## src/rtl/button_event_counter.sv

```systemverilog
// button_event_counter
//   Debounced up/down event counter for raw board pushbuttons (KEY, active-low)
//   and slide switches (SW, active-high). Each input has a two-flop
//   synchroniser and a stability counter. A debounced press gives a one-cycle
//   evt pulse, and that pulse steps the matching counter.
//   Optional feature macro: BUTTON_EVENT_COUNTER_REPEAT_EN adds auto-repeat
//   hold timers on the two KEY channels.
module button_event_counter #(
    parameter int CNT_W      = 7,
    parameter int DEB_CNT    = 50000,
    parameter int DEB_W      = 16,
    parameter int SAT        = 0,
    parameter int REP_DELAY  = 25000000,
    parameter int REP_PERIOD = 5000000
) (
    input  logic             clk,
    input  logic             rst,
    input  logic [1:0]       KEY,
    input  logic [1:0]       SW,
    output logic [CNT_W-1:0] count_KEY,
    output logic [CNT_W-1:0] count_SW,
    output logic [3:0]       evt,
    output logic [3:0]       db_state
);

    localparam logic [DEB_W-1:0] DEB_LAST = DEB_W'(DEB_CNT - 1);
    localparam logic [DEB_W-1:0] DEB_ONE  = DEB_W'(1);
    localparam logic [CNT_W-1:0] CNT_ONE  = CNT_W'(1);

    // Reject parameter sets the debounce and repeat logic cannot honour
    generate
        if (DEB_CNT < 2 || DEB_CNT > (2 ** DEB_W) - 1 || REP_PERIOD < 1 || REP_DELAY < REP_PERIOD) begin : g_bad_params
            $error("button_event_counter: illegal DEB_CNT/DEB_W/REP_DELAY/REP_PERIOD combination");
        end
    endgenerate

    logic [1:0]       key_s1, key_s2;
    logic [1:0]       sw_s1, sw_s2;
    logic [3:0]       act;
    logic [DEB_W-1:0] deb_cnt [4];
    logic [3:0]       db_prev;
    logic [3:0]       rise;
    logic [3:0]       rep;
    logic [3:0]       trig;

    // Synchronised levels in "1 = active" form, ordered {SW1, SW0, KEY1, KEY0}
    assign act = {sw_s2, ~key_s2};

    // Two-flop synchronisers; reset loads the inactive level of each input
    always_ff @(posedge clk) begin
        // NOTE: every state register uses <= so that all flops sample the same pre-edge values.
        if (!rst) begin
            key_s1 <= 2'b11;
            key_s2 <= 2'b11;
            sw_s1  <= 2'b00;
            sw_s2  <= 2'b00;
        end else begin
            key_s1 <= KEY;
            key_s2 <= key_s1;
            sw_s1  <= SW;
            sw_s2  <= sw_s1;
        end
    end

    // Debounce: count cycles of disagreement and accept the new level after DEB_CNT cycles
    always_ff @(posedge clk) begin
        if (!rst) begin
            // NOTE: this small counter array is cleared explicitly because partial counts must not survive a reset.
            for (int i = 0; i < 4; i++) deb_cnt[i] <= '0;
            db_state <= '0;
        end else begin
            for (int i = 0; i < 4; i++) begin
                if (act[i] != db_state[i]) begin
                    if (deb_cnt[i] == DEB_LAST) begin
                        db_state[i] <= act[i];
                        deb_cnt[i]  <= '0;
                    end else begin
                        deb_cnt[i] <= deb_cnt[i] + DEB_ONE;
                    end
                end else begin
                    deb_cnt[i] <= '0;
                end
            end
        end
    end

`ifdef BUTTON_EVENT_COUNTER_REPEAT_EN
    localparam int REP_W = $clog2(REP_DELAY + 1);
    localparam logic [REP_W-1:0] REP_FIRE   = REP_W'(REP_DELAY);
    localparam logic [REP_W-1:0] REP_RELOAD = REP_W'(REP_DELAY - REP_PERIOD + 1);
    localparam logic [REP_W-1:0] REP_ONE    = REP_W'(1);

    logic [REP_W-1:0] hold_t [2];

    // KEY hold timers: fire at REP_DELAY, then rewind so they fire again every REP_PERIOD
    always_ff @(posedge clk) begin
        if (!rst) begin
            for (int k = 0; k < 2; k++) hold_t[k] <= '0;
        end else begin
            for (int k = 0; k < 2; k++) begin
                if (!db_state[k])
                    hold_t[k] <= '0;
                else if (hold_t[k] == REP_FIRE)
                    hold_t[k] <= REP_RELOAD;
                else
                    hold_t[k] <= hold_t[k] + REP_ONE;
            end
        end
    end

    assign rep = {2'b00,
                  db_state[1] & (hold_t[1] == REP_FIRE),
                  db_state[0] & (hold_t[0] == REP_FIRE)};
`else
    assign rep = 4'b0000;
`endif

    assign rise = db_state & ~db_prev;
    assign trig = rise | rep;

    // One up/down step; simultaneous inc and dec cancel out
    function automatic logic [CNT_W-1:0] step(input logic [CNT_W-1:0] cur,
                                              input logic inc, input logic dec);
        logic [CNT_W-1:0] nxt;
        // NOTE: defaulting nxt first keeps every path assigned, so no latch-like hold is implied.
        nxt = cur;
        if (inc && !dec) begin
            if (!(SAT != 0 && cur == '1)) nxt = cur + CNT_ONE;
        end else if (dec && !inc) begin
            if (!(SAT != 0 && cur == '0)) nxt = cur - CNT_ONE;
        end
        return nxt;
    endfunction

    // Event pulses and both counters update on the same edge
    always_ff @(posedge clk) begin
        if (!rst) begin
            db_prev   <= '0;
            evt       <= '0;
            count_KEY <= '0;
            count_SW  <= '0;
        end else begin
            db_prev   <= db_state;
            evt       <= trig;
            count_KEY <= step(count_KEY, trig[0], trig[1]);
            count_SW  <= step(count_SW, trig[2], trig[3]);
        end
    end

endmodule
```

## config.mk

```make
export PLATFORM = sky130hd
export DESIGN_NAME = button_event_counter
export DESIGN_NICKNAME = d
export VERILOG_FILES = /design/src/rtl/button_event_counter.sv
export SDC_FILE = /design/constraint.sdc
export NUM_CORES = 1
export LEC_CHECK = 0
export ABC_AREA = 1
export CAP_MARGIN = 10
export CORE_UTILIZATION = 30
export CTS_BUF_LIST = sky130_fd_sc_hd__clkbuf_2
export DETAILED_ROUTE_END_ITERATION = 7
export GPL_ROUTABILITY_DRIVEN = 0
export GPL_TIMING_DRIVEN = 0
export PLACE_DENSITY_LB_ADDON = 0.12
export SLEW_MARGIN = 15
export SYNTH_ARGS = -nofsm -noshare
export SYNTH_HDL_FRONTEND = slang
export SYNTH_SLANG_ARGS = --single-unit
```

## constraint.sdc

```tcl
create_clock -name clk -period 4.4 [get_ports clk]
set_clock_uncertainty 0.1 [all_clocks]
set_input_delay 0.44 -clock clk [delete_from_list [all_inputs] [get_ports clk]]
set_output_delay 0.44 -clock clk [all_outputs]
set_load 0.01 [all_outputs]
```

---- Word-level counts from Yosys, hierarchy flattened ----
Memories as Yosys holds them, arrays and structs flattened.
Cells that the tools add are included.
operators by class
  bitwise gates (word level) .............. 15
  equal/unequal tests ..................... 8
  add/sub/neg operators ................... 8
  mux-type cells .......................... 61
  reductions and logical operators ........ 14
operator list
  cell                     count
  $mux W16                 12
  $add A16 B1 Y16 const B  4
  $eq A16 B16 Y1 const B   4
  $mux W1                  45
  $mux W7                  4
  $add A7 B1 Y7 const B    2
  $sub A7 B1 Y7 const B    2
  $or A1 B1 Y1             12
  $reduce_and A2 Y1        4
  $and A4 B4 Y4            1
  $logic_and A1 B1 Y1      4
  $logic_not A1 Y1         4
  $ne A1 B1 Y1             4
  $not A4 Y4               1
  $reduce_bool A2 Y1       2
  $not A2 Y2               1
word-level totals
  register bits ........................... 34
  RAM bits ................................ 64
  output and inout bits ................... 22
  memories ................................ 1
memory list
  name     depth  width  rd ports  clocked after memory_dff  wr ports  line  text
  deb_cnt  4      16     4         0                         4         40    logic [DEB_W-1:0] deb_cnt [4];

---- Longest topological paths before layout ----
Gate-level depths: netlist of run 1.
An unclocked memory read counts as a cell.
  word-level depth ........................ 9
  gate-level depth with buffers ........... 13

---- Worst setup path after synthesis of run 1 ----
No wires, ideal clock.
  kind .................................... reg-to-reg
  from .................................... register db_state[1]
  to ...................................... register count_KEY[6]
  arrival ................................. 1.976 ns
  stages on the path, launching flop included .. 13
  required time ........................... 4.191 ns
  setup slack ............................. 2.215 ns
  buffers on the path ..................... 0
  path through ............................ dfxtp_1 -> inv_1 -> or2_2 -> ha_1 -> inv_1 -> ha_1 -> or2_2 -> nand3_1 -> nand2_1 -> nand2_1 -> nand3_1 -> nand2_1 -> inv_1
between the ends
  cells in the longest elaborated chain, start to end .. 4
  elaborated cells on any way between the ends .. 6
  classes of those cells .................. 1 x mux; 1 x bitwise; 4 x reduce/logical
RTL lines
  element                                        line  text
  start, declared                                23    output logic [3:0] db_state
  start signal, assigned by index                75    db_state[i] <= act[i];
  $and A4 B4 Y4 (*)                              118   assign rise = db_state & ~db_prev;
  $logic_not A1 Y1                               127   if (inc && !dec) begin
  $logic_and A1 B1 Y1                            127
  $mux W7 or $reduce_bool A2 Y1 (tied branches)  n/a
  end signal, assigned                           145   count_KEY <= step(count_KEY, trig[0], trig[1]);
  end, declared                                  20    output logic [CNT_W-1:0] count_KEY,
Mark *: on every way between the ends. The rest lies on a longest branch, timed or not.
A chain may end at the register's enable or synchronous reset.

---- Worst setup path in the final report of run 1 ----
  from .................................... register db_state[1]
  to ...................................... register count_KEY[5]
Same word-level chain as after synthesis.

==> results.py, run 1 <==
metrics = {
    "global_route": {
        "grt_max_degree": 16,
        "grt_overflow": 0,
        "grt_pass1_wl_um": 19800,
        "grt_pass1_vias": 4280,
        "grt_usage_pct": 12.9,
        "antenna_found_initial": 1,
    },
    "sta": {
        "rsz0062_at_grt": "false",
        "finalHoldViolCount": 0,
        "drv_slew": 0,
        "fmax_mhz": 416,
        "timing.setup.tns_ns": 0,
        "slew_headroom_pct": 63.5,
        "holdWs_ns": 0.259,
        "setup_viol": 0,
        "fin_crit_ns": 2.41,
        "tightest_slew_ns": 0.548,
        "fin_crit_sh_pct": 54.7,
    },
    "hold_path": {
        "hold-path-cell-count": 3,
        "worstHoldStart": "SW[0]",
        "hold_path_class": "input port to flip-flop",
        "holdPathEnd": "sw_s1[0]",
    },
    "clock_network": {
        "insertion_delay_ns": 0.60,
        "cts_repair_resize_count": 0,
        "postCtsSetupBuffers": 0,
        "clk_pin_slew_worst_paths_ns": 0.24,
        "hold_buffers": 0,
        "root_buffer": "clkbuf_2",
        "cts_sinks": 98,
        "cts_buffer_depth": 2,
        "cts_tree": "done",
        "cts_buffers": 9,
        "htreeDepth": 3,
    },
    "worst_setup_path": {
        "cp_top_family": "simple AND/OR/NAND/NOR gates",
        "cpPeakStageDelay_ns": 0.45,
        "critPathBufInv": 2,
        "worstPathArrival_ns": 2.81,
        "r2r_start": "db_state[1]",
        "start_kind": "flip-flop",
        "rrSetupSlack_ns": 1.99,
        "cp-end-kind": "flip-flop",
        "r2r_end": "count_KEY[5]",
        "r2r_cells": 10,
        "crit_path_top_delay_cell": "dfxtp_1",
        "crit_chain": "inv_1 -> or2_2 -> ha_1 -> inv_1 -> ha_1 -> or2_2 -> nand3_1 -> a21oi_1 -> nor2_1 -> nor2_1",
        "timing_worst_setup_path_type": "flip-flop to flip-flop",
        "worstPathRequired_ns": 4.80,
        "cp_max_fo": 7,
        "crit_start": "db_state[1]",
    },
    "power_and_ir_drop": {
        "power_density_mw_per_mm2": 240,
        "ir_drop_mv": 0.0965,
        "leakagePower_nw": 2.67,
    },
    "place": {
        "hpwl_um": 8770,
        "port_buffers": 27,
        "place_area_mm2": 0.00638,
    },
    "route": {
        "totalWireLength_um": 11600,
        "ant_nets": 0,
        "via_per_inst": 4.38,
        "first_iter_violations": 278,
        "first_pass_iters": 8,
        "wl_per_cell_um": 11.3,
        "drc": 2,
        "vias": 4508,
    },
    "synth": {
        "ys_seq_area_share_pct": 46.6,
        "syn_area_per_cell_um2": 8.06,
        "syn_inst": 693,
        "syn-cell-area_mm2": 0.00558,
        "ys_warn_count": 0,
        "synth-seq-cells": 98,
        "synth_cell_type_count": 34,
        "synth_edf_count": 64,
        "synth_ff_type": "edfxtp_1",
        "async_flop_share_pct": 0,
    },
    "floorplanning": {
        "io_pins": 28,
        "row_count": 49,
        "design.core.area_mm2": 0.0181,
        "start_util_pct": 30.9,
        "die_w_um": 138,
        "die_y_um": 138,
        "die-area_mm2": 0.0192,
    },
    "run": {
        "cap_violations": 0,
    },
    "layout": {
        "finalInstanceArea_mm2": 0.00648,
        "fillCellCount": 1901,
        "multiInputGateArea_mm2": 0.00281,
        "layout.nets": 820,
        "final_cell_mix": "nand2_1 (141), nor2_1 (114), inv_1 (89)",
        "areaGrowthSynthToFinish_pct": 16.1,
        "layout_commonest_cell": "nand2_1",
        "layout-drive-gt1-share_pct": 7.63,
        "final-seq-area_mm2": 0.00260,
    },
    "status": {
        "outcome": "finished with violations",
        "violations": "DRC",
    },
}
## registers in the layout, indices dropped and copies added, names as in the netlist
register / cells
count_SW: 7
key_s2: 2
sw_s2: 2
count_KEY: 7
evt: 4
deb_cnt: 64
db_prev: 4
key_s1: 2
db_state: 4
sw_s1: 2
## layout make-up
type                       instances  area share (%)
multi-input combinational        558            43.3
timing repair buffer              27            4.17
tap                              229            4.42
inverter                          93            5.38
clock inverter                     7           0.926
antenna                            1          0.0386
clock buffer                       9           0.695
buffer                             7           0.907
sequential                        98            40.1
## metrics by stage
step                std cells  setup WS, ns  power (mW)  util, %
finish                   1029          1.99        1.56     35.9
global route             1029          1.78        1.64     35.9
CTS                      1028          1.96        1.59     35.8
detailed placement       1012          2.01        1.14     35.3
global placement         1012          2.00        1.14     35.3
floorplan                 756          2.21        1.11        -
## worst reg2reg max path: stages, from the launching register on
cell,delay [ns]
dfxtp_1,0.45
inv_1,0.08
or2_2,0.29
ha_1,0.21
inv_1,0.23
ha_1,0.32
or2_2,0.31
nand3_1,0.13
a21oi_1,0.08
nor2_1,0.11
nor2_1,0.04
## how the worst max path moves through the flow
stage,endpoint,slack (ns),depth (start not counted)
4_1_cts,count_KEY[6],1.96,12
3_3_place_gp,count_KEY[6],2.00,12
5_1_grt,count_KEY[5],1.78,11
3_5_place_dp,count_KEY[6],2.01,12
2_1_floorplan,count_KEY[6],2.21,12
6_report,count_KEY[5],1.99,10
## routing by layer
metal / track usage (%) / vias up / share of wire [%]
met1: 16.9 / 2053 / 51
met3: 3.36 / 6 / 3.8
li1: - / 2408 / -
met2: 20.4 / 41 / 45
met4: 4.61 / 0 / 0.89
met5: 0 / - / 0
## synth_stat cells, types with 14 or more instances
library cell,instances,area (um^2)
dfxtp_1,34,681
nand3_1,47,235
ha_1,18,225
o21ai_0,14,70.1
a21oi_1,44,220
xor2_1,18,158
nand4_1,21,131
inv_1,89,334
nand2_1,141,529
nor2_1,114,428
edfxtp_1,64,1920
## cell families (layout without fill, tap and decap cells)
logic type      after synthesis  in the layout  share of synthesized area [%]
buf+inv                     100            143                           7.30
xor+xnor                     28             28                           4.39
compound gates               63             63                           6.03
other cells                   1             65                         0.0672
flops                        98             98                           46.6
simple gates                383            383                           30.9
fa+ha+maj                    20             20                           4.75
## power breakdown
part	internal, mW	switching, mW
Sequential	1.01	0.0260
Clock	0.124	0.316
Combinational	0.0292	0.0556
Total	1.16	0.397
No activity file was read; power rests on OpenSTA's default activity.
==> run 2, diff against run 1 <==
==> constraint.sdc (replaced) <==
create_clock -name clk -period 2.12 [get_ports clk]
set_clock_uncertainty 0.1 [all_clocks]
set_input_delay 0.212 -clock clk [delete_from_list [all_inputs] [get_ports clk]]
set_output_delay 0.212 -clock clk [all_outputs]
set_load 0.01 [all_outputs]
==> results.py, run 2 (same netlist as run 1, synthesis figures left out) <==
metrics = {
    "worst_setup_path": {
        "cp-end-kind": "flip-flop",
        "r2r_start": "db_state[2]",
        "worstPathRequired_ns": 2.53,
        "crit_start": "db_state[2]",
        "cp_max_fo": 7,
        "rrSetupSlack_ns": 0.13,
        "r2r_end": "count_SW[6]",
        "worstPathArrival_ns": 2.40,
        "r2r_cells": 11,
        "start_kind": "flip-flop",
        "timing_worst_setup_path_type": "flip-flop to flip-flop",
    },
    "clock_network": {
        "htreeDepth": 3,
        "root_buffer": "clkbuf_2",
        "cts_tree": "done",
        "insertion_delay_ns": 0.61,
        "cts_buffer_depth": 2,
        "clk_pin_slew_worst_paths_ns": 0.25,
        "cts_sinks": 98,
        "hold_buffers": 0,
        "cts_buffers": 9,
    },
    "place": {
        "port_buffers": 27,
        "place_ws_ns": -0.0947,
        "hpwl_um": 8850,
        "dp_cells": 1012,
    },
    "sta": {
        "rsz0062_at_grt": "true",
        "fin_crit_ns": 1.99,
        "fin_ws_ns": 0.126,
        "timing.setup.tns_ns": 0,
        "fin_crit_sh_pct": 94.1,
        "tightest_slew_ns": 0.532,
        "fmax_mhz": 501,
        "slew_headroom_pct": 64.6,
        "setup_viol": 0,
        "drv_slew": 0,
        "finalHoldViolCount": 0,
    },
    "power_and_ir_drop": {
        "power_density_mw_per_mm2": 491,
        "leakagePower_nw": 2.71,
        "total_power_mw": 3.25,
        "ir_drop_mv": 0.255,
    },
    "layout": {
        "stdcell_count": 1034,
        "layout.nets": 825,
        "regMostFlops": "deb_cnt",
        "final_cell_mix": "nand2_1 (141), nor2_1 (113), inv_1 (87)",
        "final_util_pct": 36.6,
        "layout-drive-gt1-share_pct": 10.6,
        "reg.largest.list": "deb_cnt: 64 flops, count_KEY: 7 flops, count_SW: 7 flops",
        "largest_reg_flops": 64,
        "multiInputGateArea_mm2": 0.00289,
        "layout_commonest_cell": "nand2_1",
        "final-seq-area_mm2": 0.00262,
        "fillCellCount": 1854,
        "areaGrowthSynthToFinish_pct": 18.4,
    },
    "run": {
        "cap_violations": 0,
    },
    "floorplanning": {
        "die_w_um": 138,
        "die-area_mm2": 0.0192,
        "row_count": 49,
        "die_y_um": 138,
        "io_pins": 28,
        "design.core.area_mm2": 0.0181,
        "start_util_pct": 30.9,
    },
    "status": {
        "outcome": "finished with violations",
        "violations": "DRC",
    },
    "hold_path": {
        "hold_path_class": "input port to flip-flop",
        "hold-path-cell-count": 3,
        "worstHoldStart": "SW[0]",
        "holdPathEnd": "sw_s1[0]",
    },
    "route": {
        "first_pass_iters": 8,
        "first_iter_violations": 238,
        "wl_per_cell_um": 11.3,
        "via_per_inst": 4.37,
        "drc": 4,
        "totalWireLength_um": 11700,
        "ant_nets": 0,
        "vias": 4515,
    },
    "global_route": {
        "grt_pass1_wl_um": 20300,
        "grt_usage_pct": 13.1,
        "grt_pass1_vias": 4316,
        "grt_overflow": 0,
        "antenna_found_initial": 1,
        "grt_max_degree": 16,
    },
}
-- run 2: area by class of cell --
| cell class | instances | share of cell area [%] |
|---|---|---|
| timing repair buffer | 32 | 4.65 |
| sequential | 98 | 39.5 |
| tap | 229 | 4.33 |
| clock buffer | 12 | 0.908 |
| buffer | 7 | 0.889 |
| multi-input combinational | 558 | 43.7 |
| clock inverter | 4 | 0.662 |
| antenna | 1 | 0.0378 |
| inverter | 93 | 5.32 |
-- run 2: metal layers --
metal / track usage [%] / wire length, um / share of wire, % / vias up
met4: 5.85 / 179 / 1.5 / 0
met2: 20.2 / 5130 / 44 / 69
met3: 2.67 / 539 / 4.6 / 11
li1: - / - / - / 2414
met5: 0 / 0 / 0 / -
met1: 17.8 / 5860 / 50 / 2021
-- run 2: worst max-delay path by stage --
stage,endpoint,slack [ns],cells after the start
finish,count_SW[6],0.13,11
CTS,count_SW[6],0.007,12
global route,count_SW[6],-0.05,13
floorplan,count_KEY[6],0.05,12
detailed placement,count_KEY[5],-0.09,10
global placement,count_KEY[6],-0.11,12
-- run 2: per-stage QoR --
| step | instance area (um^2) | hold WS (ns) |
|---|---|---|
| 3_5_place_dp | 6380 | 0.299 |
| 2_1_floorplan | 5820 | 0.210 |
| 4_1_cts | 6520 | 0.0216 |
| 5_1_grt | 6610 | 0.0137 |
| 3_3_place_gp | 6380 | 0.297 |
| 6_report | 6610 | 0.0604 |
-- run 2: worst max-delay path, cell delays in order (launching register included) --
cell     delay [ns]
dfxtp_4        0.43
inv_1          0.04
nor2_1         0.12
ha_2           0.23
inv_2          0.11
ha_1           0.34
a21oi_1        0.19
nand3_1        0.10
nand2_1        0.07
nand3_1        0.06
nand2_1        0.07
inv_1          0.04
-- run 2: what timing repair did --
action                                  4_1_cts  5_1_grt
resized for setup                             4       19
buffers inserted                              4        1
endpoints found under the setup margin        7       10
-- run 2: power by group --
group | internal [mW] | switching (mW)
combinational | 0.0606 | 0.115
sequential | 2.09 | 0.0535
clock | 0.281 | 0.645
==> run 3, diff against run 2 <==
--- a/config.mk
+++ b/config.mk
@@ -6,14 +6,15 @@
 export NUM_CORES = 1
 export LEC_CHECK = 0
 export ABC_AREA = 1
+export ABC_CLOCK_PERIOD_IN_PS = 2120
 export CAP_MARGIN = 10
-export CORE_UTILIZATION = 30
+export CORE_UTILIZATION = 57
 export CTS_BUF_LIST = sky130_fd_sc_hd__clkbuf_2
 export DETAILED_ROUTE_END_ITERATION = 7
 export GPL_ROUTABILITY_DRIVEN = 0
 export GPL_TIMING_DRIVEN = 0
 export PLACE_DENSITY_LB_ADDON = 0.12
-export SLEW_MARGIN = 15
+export SLEW_MARGIN = 5
 export SYNTH_ARGS = -nofsm -noshare
 export SYNTH_HDL_FRONTEND = slang
 export SYNTH_SLANG_ARGS = --single-unit
==> results.py, run 3 (same netlist as run 1, synthesis figures left out) <==
metrics = {
    "layout": {
        "layout-drive-gt1-share_pct": 10.6,
        "largest_reg_flops": 64,
        "regMostFlops": "deb_cnt",
        "final_cell_mix": "nand2_1 (141), nor2_1 (113), inv_1 (87)",
        "final_util_pct": 69.6,
        "reg.largest.list": "deb_cnt: 64 flops, count_KEY: 7 flops, count_SW: 7 flops",
        "layout.nets": 824,
        "antenna_cells": 0,
        "stdcell_count": 932,
        "areaGrowthSynthToFinish_pct": 16.8,
        "layout_commonest_cell": "nand2_1",
    },
    "route": {
        "totalWireLength_um": 11100,
        "via_per_inst": 5.01,
        "wl_per_cell_um": 11.9,
        "ant_nets": 0,
        "drc": 0,
        "first_pass_iters": 5,
        "vias": 4665,
        "first_iter_violations": 138,
    },
    "floorplanning": {
        "io_pins": 28,
        "die-area_mm2": 0.0102,
        "start_util_pct": 59.6,
        "row_count": 35,
        "die_y_um": 101,
        "die_w_um": 101,
        "design.core.area_mm2": 0.00937,
    },
    "clock_network": {
        "cts_buffer_depth": 2,
        "hold_buffers": 0,
        "htreeDepth": 3,
        "cts_tree": "done",
        "cts_sinks": 98,
        "root_buffer": "clkbuf_2",
        "cts_buffers": 9,
        "insertion_delay_ns": 0.57,
        "clk_pin_slew_worst_paths_ns": 0.29,
    },
    "place": {
        "dp_cells": 912,
        "place_ws_ns": -0.0768,
        "hpwl_um": 8270,
        "port_buffers": 27,
    },
    "status": {
        "outcome": "complete, no violations",
    },
    "power_and_ir_drop": {
        "power_density_mw_per_mm2": 493,
        "ir_drop_mv": 0.277,
        "leakagePower_nw": 2.71,
        "total_power_mw": 3.22,
    },
    "hold_path": {
        "hold_path_class": "input port to flip-flop",
    },
    "global_route": {
        "grt_pass1_vias": 4491,
        "grt_max_degree": 17,
        "antenna_found_initial": 0,
        "grt_pass1_wl_um": 18900,
        "grt_overflow": 0,
        "grt_usage_pct": 23.3,
    },
    "sta": {
        "setup_viol": 0,
        "fin_crit_sh_pct": 93.5,
        "holdWs_ns": 0.0929,
        "rsz0062_at_grt": "false",
        "tightest_slew_ns": 0.551,
        "fin_crit_ns": 1.98,
        "finalHoldViolCount": 0,
        "drv_slew": 0,
        "fin_ws_ns": 0.139,
        "slew_headroom_pct": 63.2,
        "fmax_mhz": 505,
    },
    "worst_setup_path": {
        "start_kind": "flip-flop",
        "cp-end-kind": "flip-flop",
        "timing_worst_setup_path_type": "flip-flop to flip-flop",
        "worstPathRequired_ns": 2.53,
        "cp_max_fo": 5,
        "worstPathArrival_ns": 2.39,
    },
    "run": {
        "cap_violations": 0,
    },
}
[run 3: worst paths after layout]
kind               startpoint            to  slack, ns  depth (start not counted)
setup / recovery  db_state[0]  count_KEY[5]       0.14                         12
hold / removal          SW[0]      sw_s1[0]       0.09                          3
setup reg to reg  db_state[0]  count_KEY[5]       0.14                         12
hold reg to reg      sw_s1[0]      sw_s2[0]       0.32                          2
[run 3: layout make-up]
cell class,instances,area (um^2)
clock inverter,6,57.6
timing repair buffer,31,300
tap,129,161
multi-input combinational,558,2930
inverter,93,352
buffer,7,58.8
sequential,98,2610
clock buffer,10,50.0
fill,826,2850
[run 3: repair_timing]
item                                    4_1_cts  5_1_grt
endpoints found under the setup margin        4        8
gates resized for setup                       2       22
setup buffers                                 3        1
pin swaps                                     0        1
[run 3: metal layers]
layer  global-route usage, %  wire, um  up-vias
li1                        -         -     2410
met2                    41.2      5370       78
met5                       0         0        -
met1                    28.5      5210     2161
met4                    9.14       183        0
met3                    3.61       329       16
[run 3: through the flow]
step | TNS (ns) | cell area (um^2)
floorplan | 0 | 5820
global placement | -0.110 | 6250
detailed placement | -0.225 | 6250
CTS | 0 | 6390
global route | 0 | 6530
finish | 0 | 6530
[run 3: critical path, cell delays in order, from the launching register on]
cell     delay, ns
dfxtp_4       0.42
inv_1         0.06
nor2_2        0.14
ha_4          0.17
inv_4         0.05
buf_4         0.12
ha_1          0.27
nand2_1       0.06
nand2_1       0.12
nand3_1       0.10
a21oi_1       0.15
nor2_1        0.06
nor2_1        0.09
[run 3: report_power, final]
part,total [mW],internal [mW],switching [mW]
sequential,2.14,2.09,0.0541
combinational,0.177,0.0606,0.116
clock,0.895,0.273,0.622
total,3.22,2.42,0.792
==> variant 1: new RTL, config.mk and constraints of run 3 <==
Add a define of `BUTTON_EVENT_COUNTER_REPEAT_EN`.
--- a/src/rtl/button_event_counter.sv
+++ b/src/rtl/button_event_counter.sv
@@ -5,6 +5,8 @@
 //   evt pulse, and that pulse steps the matching counter.
 //   Optional feature macro: BUTTON_EVENT_COUNTER_REPEAT_EN adds auto-repeat
 //   hold timers on the two KEY channels.
+`define BUTTON_EVENT_COUNTER_REPEAT_EN
+
 module button_event_counter #(
     parameter int CNT_W      = 7,
     parameter int DEB_CNT    = 50000,
Check against the original RTL: same outputs for any inputs over 10 cycles, from zero or initial values and one cycle with rst low; that may be too few to reach the edited logic, so the function may still have changed.
==> variant 1 against run 3 <==
- the run now ends with setup timing left
- design area is 58% higher
- first-iteration DRC count grew to 3.3 times the old value
- sequential cell count is 50 higher
- routed wire length is 63% higher
- total power is 56% higher
- synthesized area is 55% higher
- worst setup slack worse by 540 ps
- largest power group unchanged
- core utilization is 0.69 points higher
- critical path depth is 6 higher
- critical endpoint is now count_KEY[6]
==> variant 1: results (changes against run 3) <==
metric,value,unit,change
CTS clock-pin slew for the worst setup and hold paths,210,ps,-80 ps
Hold WS,330,ps,+237 ps
synth cell count leaders,"240 x nand2_1, 168 x nor2_1, 159 x inv_1, 114 x edfxtp_1, 72 x a21oi_1",,
Worst path max stage delay,470,ps,+50 ps
R2R Path End,count_KEY[6],,
Synth top area share,39.5,%,+5.0 points
GRT Total Usage,24.1,%,+0.80 points
failing checks,setup timing,,
Clock group,1.47,mW,+64%
share of layout cells above drive strength 1,13.9,%,+3.3 points
"top cells by area, synth","edfxtp_1 39%, nand2_1 10%, dfxtp_1 7.8%",,
initial antenna violation count,1,,+1
Comb power frac,5.3,%,-0.2 points
relative slew slack,60.1,%,-3.1 points
Hold Crit Endpoint,sw_s2[1],,
"Distinct cells, synth",39,,+15%
status,finished with violations,,
Cell Pwr Density,487,nW/um2,-1.2%
grt met3 use,4.15,%,+0.54 points
Detailed Routing Iterations Pass 1,7,,+2
Port Buffers,26,,-3.7%
Hold Crit Class,reg2reg,,
global-route wire length before repair,30700,um,+63%
Placed Area,9650,um2,+54%
met1 Use GR,29.9,%,+1.4 points
PnR worst setup slack,-398,ps,-537 ps
pre-CTS worst setup slack,-586,ps,-509 ps
nets,1311,,+59%
CTS Buf Count,17,,+8
post-synthesis sequential area ratio,47.3,%,+0.69 points
Final setup viols,6,,+6
detailed route wirelength on metal3,689,um,+110%
post-synthesis cell count,1092,,+58%
variant 1: repair_timing:
item                       4_1_cts  5_1_grt
hold buffers                     5        0
pin swaps                       10       15
setup endpoints to repair       18       28
hold endpoints to repair        23        0
resized for setup               28       40
gates cloned                     0        0
setup buffers                   19       12
variant 1: kinds of logic (layout without fill, tap and decap cells):
group	Yosys count	in the layout	synth area share [%]
DFF	148	148	47.3
xor gates and xnor gates	35	35	3.53
other	1	115	0.0432
and+or+nand+nor	602	602	31.3
buffers and inverters	175	266	8.02
AOI/OAI and AO/OA	109	109	6.43
adders and majority gates	22	22	3.35
variant 1: cell type report:
| cell class | instances | area [um2] |
|---|---|---|
| flip-flops and latches | 148 | 4130 |
| multi-input cells | 882 | 4530 |
| diodes | 1 | 2.50 |
| inverters | 165 | 629 |
| clock buffers | 17 | 85.1 |
| plain buffers | 10 | 80.1 |
| repair buffers | 59 | 528 |
| clock inverters | 15 | 119 |
| fillers | 1184 | 4360 |
| well taps | 184 | 230 |
==> variant 2: new RTL, flow settings as in run 3 <==
Made on the original files. The output `evt` loses its register stage (`evt` becomes a continuous assignment).
--- a/src/rtl/button_event_counter.sv
+++ b/src/rtl/button_event_counter.sv
@@ -136,15 +136,15 @@
     always_ff @(posedge clk) begin
         if (!rst) begin
             db_prev   <= '0;
-            evt       <= '0;
             count_KEY <= '0;
             count_SW  <= '0;
         end else begin
             db_prev   <= db_state;
-            evt       <= trig;
             count_KEY <= step(count_KEY, trig[0], trig[1]);
             count_SW  <= step(count_SW, trig[2], trig[3]);
         end
     end
 
+    assign evt = trig;
+
 endmodule
Behaviour: same outputs for any inputs over 10 cycles, from zero or initial values and one cycle with rst low; that may be too few to reach the edited logic, so the function may still have changed.
==> variant 2 against run 3 <==
- via count decreased by 0.17%
- sequential cell count down 4
- routed wire length fell by 4.2%
- largest cell class unchanged
- worst setup slack worse by 26 ps
- die area is 0.86% lower
- synthesized area decreased by 0.87%
- total power increased by 1.2%
- design area down 1.1%
==> variant 2: results (changes against run 3) <==
metric,value,unit,change
status,"complete, no violations",,
CP max FO,5,,unchanged
master of the slowest instance on the critical path,dfxtp_2,,
post-synthesis cell count,699,,+0.87%
Hold Crit Class,in2reg,,
detailed route wirelength on metal3,377,um,+15%
"Req. time, crit path",2510,ps,-20 ps
xor-xnor portion of the synthesized cell area,3.48,%,-0.91 points
global-route wire length before repair,17700,um,-6.1%
nets,832,,+0.97%
grt met3 use,2.77,%,-0.83 points
Leak,2.76,nW,+1.8%
Worst VDD drop,0.000306,V,+10%
Root Driver,clkbuf_2,,
Worst path max stage delay,380,ps,-40 ps
Final Routed Wirelength,10600,um,-4.2%
Antenna Cells,0,,unchanged
largest net degree at the start of global routing,17,,unchanged
M2 GR Usage,35.6,%,-5.6 points
number of synthesized flops with an enable pin,64,,unchanged
initial DRC count,169,,+22%
"top cells by area, synth","edfxtp_1 35%, dfxtp_1 11%, nand2_1 10%",,
Compound-Gate Fraction of Synth Area,6.51,%,+0.48 points
vias in the first global route,4119,,-8.3%
Clock Latency Late Sink,540,ps,-30 ps
length of routed met2 wiring,4990,um,-7.1%
Placed Area,6210,um2,-0.72%
highest metal used,met4,,
CTS Buf Count,9,,unchanged
DR WL/cell,11.3,um,-5.1%
CTS clock-pin slew for the worst setup and hold paths,250,ps,-40 ps
GRT Total Usage,21.9,%,-1.4 points
Post-Synth Adder-Cell Area,4.79,%,+0.042 points
dpl hpwl,8060,um,-2.6%
met1 Use GR,30.1,%,+1.5 points
Detailed Routing Iterations Pass 1,4,,-1
share of layout cells above drive strength 1,10.5,%,-0.10 points
pre-CTS worst setup slack,-167,ps,-89.8 ps
"Distinct cells, synth",36,,+5.9%
placed cells,918,,+0.66%
Post-synth ARST share,0,%,unchanged
synth cell count leaders,"147 x nand2_1, 106 x inv_1, 101 x nor2_1, 64 x edfxtp_1, 45 x nand3_1",,
wire length on met1,5130,um,-1.6%
routed vias/inst,4.95,,-1.0%
post-synthesis sequential area ratio,45.6,%,-1.0 points
"delay-heaviest family, CP",simple AND/OR/NAND/NOR gates,,
==> variant 2: cell count changes in the layout (fill, tap and decap cells not counted), moves of 4 or more <==
cell | before | now
inv_1 | 87 | 104
ha_4 | 8 | 1
ha_1 | 9 | 14
dfxtp_1 | 30 | 26
nand4_1 | 21 | 29
nor2_1 | 113 | 97
nand2_1 | 141 | 146
==> variant 2: worst paths after layout <==
| kind | startpoint | depth (start not counted) | slack (ps) | endpoint |
|---|---|---|---|---|
| setup reg to reg | db_state[1] | 12 | 110 | count_KEY[5] |
| hold reg to reg | sw_s1[0] | 2 | 320 | sw_s2[0] |
| setup / recovery | db_state[1] | 12 | 110 | count_KEY[5] |
| hold / removal | SW[0] | 3 | 120 | sw_s1[0] |
==> variant 2: worst reg2reg max path, delay by kind of cell, from the launching register on <==
family	cells	cell delay, ps
AND/OR/NAND/NOR	7	800
adder cells (fa/ha/maj)	2	450
flip-flops	1	380
buffers and inverters	3	260
==> variant 2: area by class of cell <==
cell class	count	area, um2
Buffer	8	65.1
Clock buffer	10	50.0
Clock inverter	6	85.1
Fill cell	817	2880
Inverter	108	408
Multi-Input combinational cell	552	2830
Sequential cell	94	2530
Tap cell	129	161
Timing Repair Buffer	33	315
==> variant 2: logic make-up after synthesis <==
logic type	Yosys count
compound gates	67
xor+xnor	22
fa+ha+maj	20
buf+inv	116
flops	94
other cells	1
simple gates	379
==> variant 2: report_power, final <==
part	switching, mW	total [mW]	internal, mW
sequential	0.0556	2.07	2.01
combinational	0.117	0.177	0.0605
clock	0.610	1.01	0.398
==> variant 2: what timing repair did <==
item	in CTS	in global routing
resized for setup	6	16
endpoints found under the setup margin	11	12
buffers inserted	0	6
